## src/rtl/bus_arb_2to1_pkg.sv

```systemverilog
// Shared constants for the 2:1 bus arbiter: FSM encoding, mux select values, data width.
package bus_arb_2to1_pkg;

    localparam int DW_DEF = 16;

    typedef enum logic [1:0] {
        IDLE  = 2'b00,
        OWN_A = 2'b01,
        OWN_B = 2'b10
    } arb_state_t;

    localparam logic SEL_A = 1'b1;
    localparam logic SEL_B = 1'b0;

endpackage

```

## src/rtl/bus_arb_2to1_mux2.sv

```systemverilog
// 2:1 datapath mux cell; sel=1 passes in1 (requester A), sel=0 passes in0 (requester B).
module mux2_cell #(
    parameter int W = 16
) (
    input  logic         sel,
    input  logic [W-1:0] in1,
    input  logic [W-1:0] in0,
    output logic [W-1:0] y
);

    assign y = sel ? in1 : in0;

endmodule

```

## src/rtl/bus_arb_2to1_rr_pick.sv

```systemverilog
// Two-way round-robin pick: with both requesting, the one that did not win last goes.
module rr_pick (
    input  logic a_valid,
    input  logic b_valid,
    input  logic last_winner,   // 1 = A won the previous grant
    output logic pick_valid,
    output logic pick_is_a
);

    assign pick_valid = a_valid || b_valid;
    assign pick_is_a  = a_valid && (!b_valid || !last_winner);

endmodule

```

## src/rtl/bus_arb_2to1.sv

```systemverilog
// Round-robin burst arbiter for two requesters feeding one registered output stage.
// Optional idle-owner watchdog and arb_err port are enabled with `define ARB_TIMEOUT_EN.
module bus_arb_2to1
    import bus_arb_2to1_pkg::*;
#(
    parameter int DW          = DW_DEF,
    parameter int MAX_BURST   = 8,
    parameter int TIMEOUT_CYC = 16
) (
    input  logic          clk,
    input  logic          rst_n,
    input  logic          a_valid,
    input  logic [DW-1:0] a_data,
    input  logic          a_last,
    output logic          a_ready,
    input  logic          b_valid,
    input  logic [DW-1:0] b_data,
    input  logic          b_last,
    output logic          b_ready,
    output logic          out_valid,
    output logic [DW-1:0] out_data,
    output logic          out_last,
    input  logic          out_ready,
    output logic          mux_sel,
    output logic          gnt_a,
`ifdef ARB_TIMEOUT_EN
    output logic          gnt_b,
    output logic          arb_err
`else
    output logic          gnt_b
`endif
);

    if (MAX_BURST < 2 || MAX_BURST > 255) begin : g_bad_burst
        $error("bus_arb_2to1: MAX_BURST out of range 2..255");
    end
    if (TIMEOUT_CYC < 1 || TIMEOUT_CYC > 255) begin : g_bad_timeout
        $error("bus_arb_2to1: TIMEOUT_CYC out of range 1..255");
    end

    arb_state_t    state, state_nxt;
    logic          last_win_a;
    logic [7:0]    beat_cnt;
    logic          own_a, own_b, slot_free;
    logic [DW-1:0] mux_data;
    logic          own_last, accept, cap_hit, burst_end, timeout;
    logic          pick_valid, pick_is_a;

    assign own_a     = (state == OWN_A);
    assign own_b     = (state == OWN_B);
    assign slot_free = !out_valid || out_ready;
    assign a_ready   = own_a && slot_free;
    assign b_ready   = own_b && slot_free;
    assign gnt_a     = own_a;
    assign gnt_b     = own_b;
    assign mux_sel   = own_b ? SEL_B : SEL_A;

    mux2_cell #(.W(DW)) u_mux (
        .sel (mux_sel),
        .in1 (a_data),
        .in0 (b_data),
        .y   (mux_data)
    );

    assign own_last  = (mux_sel == SEL_A) ? a_last : b_last;
    assign accept    = (a_valid && a_ready) || (b_valid && b_ready);
    assign cap_hit   = (beat_cnt == 8'(MAX_BURST - 1));
    assign burst_end = accept && (own_last || cap_hit);

`ifdef ARB_TIMEOUT_EN
    logic [7:0] idle_cnt;
    logic       own_idle;

    assign own_idle = (own_a && !a_valid) || (own_b && !b_valid);
    assign timeout  = own_idle && (idle_cnt == 8'(TIMEOUT_CYC - 1));
    assign arb_err  = timeout;

    always_ff @(posedge clk or negedge rst_n) begin
        if (!rst_n)                    idle_cnt <= '0;
        else if (accept || timeout)    idle_cnt <= '0;
        else if (own_idle)             idle_cnt <= idle_cnt + 8'd1;
    end
`else
    assign timeout = 1'b0;
`endif

    // The owner's own valid is masked: the beat it just handed over says nothing
    // about a further burst, so a lone requester re-enters through IDLE.
    rr_pick u_pick (
        .a_valid     (a_valid && !own_a),
        .b_valid     (b_valid && !own_b),
        .last_winner (last_win_a),
        .pick_valid  (pick_valid),
        .pick_is_a   (pick_is_a)
    );

    always_comb begin
        state_nxt = state;
        case (state)
            IDLE: begin
                if (pick_valid) state_nxt = pick_is_a ? OWN_A : OWN_B;
            end
            OWN_A, OWN_B: begin
                if (burst_end)    state_nxt = pick_valid ? (pick_is_a ? OWN_A : OWN_B) : IDLE;
                else if (timeout) state_nxt = IDLE;
            end
            default: state_nxt = IDLE;
        endcase
    end

    always_ff @(posedge clk or negedge rst_n) begin
        if (!rst_n) begin
            state      <= IDLE;
            out_valid  <= 1'b0;
            out_data   <= '0;
            out_last   <= 1'b0;
            beat_cnt   <= '0;
            last_win_a <= 1'b0;
        end else begin
            state <= state_nxt;
            if (accept) begin
                out_valid <= 1'b1;
                out_data  <= mux_data;
                out_last  <= own_last || cap_hit;
            end else if (out_ready) begin
                out_valid <= 1'b0;
            end
            if (burst_end || timeout) beat_cnt <= '0;
            else if (accept)          beat_cnt <= beat_cnt + 8'd1;
            if (burst_end || timeout) last_win_a <= own_a;
        end
    end

endmodule

```

## config.mk

```make
export PLATFORM = sky130hd
export DESIGN_NAME = bus_arb_2to1
export DESIGN_NICKNAME = d
export VERILOG_FILES = /design/src/rtl/bus_arb_2to1_pkg.sv /design/src/rtl/bus_arb_2to1_mux2.sv /design/src/rtl/bus_arb_2to1_rr_pick.sv /design/src/rtl/bus_arb_2to1.sv
export SDC_FILE = /design/constraint.sdc
export NUM_CORES = 1
export LEC_CHECK = 0
export ABC_AREA = 1
export CAP_MARGIN = 0
export CORE_UTILIZATION = 44
export DETAILED_ROUTE_END_ITERATION = 10
export GPL_TIMING_DRIVEN = 0
export PLACE_DENSITY_LB_ADDON = 0.08
export SKIP_LAST_GASP = 1
export SYNTH_ARGS = -nofsm -noshare
export SYNTH_HDL_FRONTEND = slang
export SYNTH_HIERARCHICAL = 1
export SYNTH_SLANG_ARGS = --single-unit
```

## constraint.sdc

```tcl
create_clock -name clk -period 1.95 [get_ports clk]
set_input_delay 0.39 -clock clk [delete_from_list [all_inputs] [get_ports clk]]
set_output_delay 0.39 -clock clk [all_outputs]
set_load 0.005 [all_outputs]
```

==> results.yml <==
outcome:
  run_status: "finished clean"
cts:
  cts_tree: "done"
  cts-htree-levels: 2
  clkLatencyLatePin_ps: 280
  holdBufCountCts: 0
  clock-sinks: 29
  root_buffer: "clkbuf_8"
  clk_pin_slew_ps: 60
  clock_path_buffers: 2
  cts_inserted_buffers: 5
worst_setup_path:
  rrSetupSlack_ps: 380
  reg2reg_to: "state[1]"
  path_max_fanout: 6
  critPathRequiredTime_ps: 1560
  rr_startpoint: "state[0]"
  cp-start-kind: "flip-flop"
  reg2reg_depth: 10
  endpoint_kind: "output port"
  arrival_ps: 1490
  critical_path_class: "flip-flop to output port"
synth:
  synth_top_area_share_pct: 43.1
  synth-seq-cells: 29
  synth_area_sq_um: 1680
  ys_seq_area_share_pct: 43.1
  ys_top_cells_by_area: "dfrtp_1, nand2_1, ha_1"
  yosys.area.top_type: "dfrtp_1"
  syn_area_per_cell_sq_um: 7.45
  synthCells: 226
  synth_nets: 270
  ys_types: 28
  ys_warn_count: 6
global_routing:
  grt_pass1_vias: 1629
  track_usage_pct: 22.0
  overflow: 0
  antenna_found_initial: 0
  grt_max_degree: 30
  grt_pass1_wl_microns: 6910
placed_design:
  dpl_cell_area_sq_um: 2350
  io_buffers: 61
  dp.cells: 335
  post-place-ws_ps: -48.7
  dpl.hpwl_microns: 2730
  place_congestion: 0.825
sta:
  drv_slew: 0
  setup_slack_ps: 65.2
  timing.slew.headroom_pct: 56.3
  rsz0062_at_grt: "false"
  fin_skew_ps: 7.65
  setup_viol: 0
  holdWs_ps: 130
  tightest_slew_ps: 655
  post-route-period-util_pct: 96.7
  period_minus_slack_ps: 1880
  finalHoldViolCount: 0
  max_freq_ghz: 0.531
floorplanning:
  die_w_microns: 63.8
  coreArea_sq_um: 3660
  rows: 22
  initial_core_util_pct: 46.0
  pin_count: 62
  die-area_sq_um: 4080
  die_y_microns: 63.8
final_layout:
  n_fill_cell: 326
  drive_above_1_share_pct: 14.1
  stdcell_count: 345
  area_growth_pct: 48.6
  finish.net_count: 340
  antenna_cells: 0
  final_area_sq_um: 2500
routing:
  post_drt_wl_per_cell_microns: 10.9
  vias_per_cell: 4.64
  initialDrtViolationCount: 58
  drtAntennaViolNets: 0
  first_pass_iters: 5
  drc_errors: 0
  vias: 1602
  routed_wl_microns: 3740
power:
  power_mw: 3.35
  p_leak_nw: 1.29
  peakVddDrop_mv: 0.707
  power_density_nw_per_um2: 1340
hold_path:
  hold_path.class: "input pin to asynchronous set/reset pin"
job:
  maxCapViolations: 0
==> cell usage in the layout (no fill, tap or decap), drive strengths merged, types with 3 or more instances in the layout <==
| cell | count |
|---|---|
| nor2 | 15 |
| a21oi | 8 |
| clkdlybuf4s50 | 57 |
| o21ai | 4 |
| nand3 | 8 |
| clkbuf | 7 |
| dfrtp | 29 |
| nand2 | 123 |
| dlygate4sd2 | 3 |
| buf | 10 |
| nor3 | 3 |
| ha | 5 |
| inv | 18 |
==> worst max-delay path, cell delays in order, from the launching register on <==
cell             delay [ps]
dfrtp_1                 440
inv_2                   110
ha_4                    170
clkdlybuf4s50_1         500
==> flip-flops by register name, indices dropped and copies added (netlist names) <==
signal	count
out_data	16
beat_cnt	8
state	2
last_win_a	1
out_last	1
out_valid	1
==> layout make-up <==
type                       count  area (sq um)  area share (%)
inverter                      19          78.8            3.15
clock buffer                   7          86.3            3.45
sequential                    29           726            29.0
buffer                         7          80.1            3.20
multi-input combinational    171           823            32.9
timing repair buffer          63           617            24.7
tap                           48          60.1            2.40
clock inverter                 1          30.0            1.20
==> synth_stat cells, drive strengths merged <==
master  count
a31oi       1
a21oi       8
nand3       8
nor2       15
nor3        3
ha          5
nand4       1
inv        18
dfrtp      29
nand2     123
xor2        1
buf         7
o21ai       4
o21bai      1
or2         1
clkinv      1
==> timing repair <==
item,4_1_cts,5_1_grt
setup buffers,2,0
gates resized for setup,9,0
setup endpoints to repair,4,0
==> per-stage QoR <==
step,TNS [ps],util (%)
floorplan,0,-
global placement,-1190,64.3
detailed placement,-1390,64.3
CTS,0,68.5
global route,0,68.3
finish,0,68.3
==> report_power, final <==
part / switching, mW / internal [mW] / leakage [nW] / total, mW
combinational: 0.849 / 0.870 / 0.856 / 1.72
clock: 0.228 / 0.416 / 0.0585 / 0.644
sequential: 0.148 / 0.840 / 0.373 / 0.989
==> cell families (layout without fill, tap and decap cells) <==
family	Yosys count	count (layout)	share of synthesized area [%]
xor+xnor	1	1	0.521
simple gates	151	151	38.4
fa+ha+maj	5	5	3.72
compound gates	14	14	4.83
flops	29	29	43.1
buf+inv	26	97	9.44
==> routing by layer <==
metal,GRT usage [%],part of all wire (%),vias to the layer above
met5,0,0,-
met4,9.38,1.9,0
met3,5.36,6.3,8
met2,36.3,46,52
met1,27.1,45,709
li1,-,-,833
==> worst max-delay path by stage <==
| stage | slack, ps | endpoint | start | cells past startpoint |
|---|---|---|---|---|
| global route | 20 | b_ready | state[0] | 5 |
| CTS | 70 | gnt_b | state[0] | 3 |
| finish | 70 | gnt_b | state[0] | 3 |
| floorplan | 410 | state[1] | state[0] | 10 |
| global placement | -40 | out_data[2] | rst_n | 1 |
| detailed placement | -50 | out_data[2] | rst_n | 1 |
Note: power is estimated with default switching activity, not from simulation.
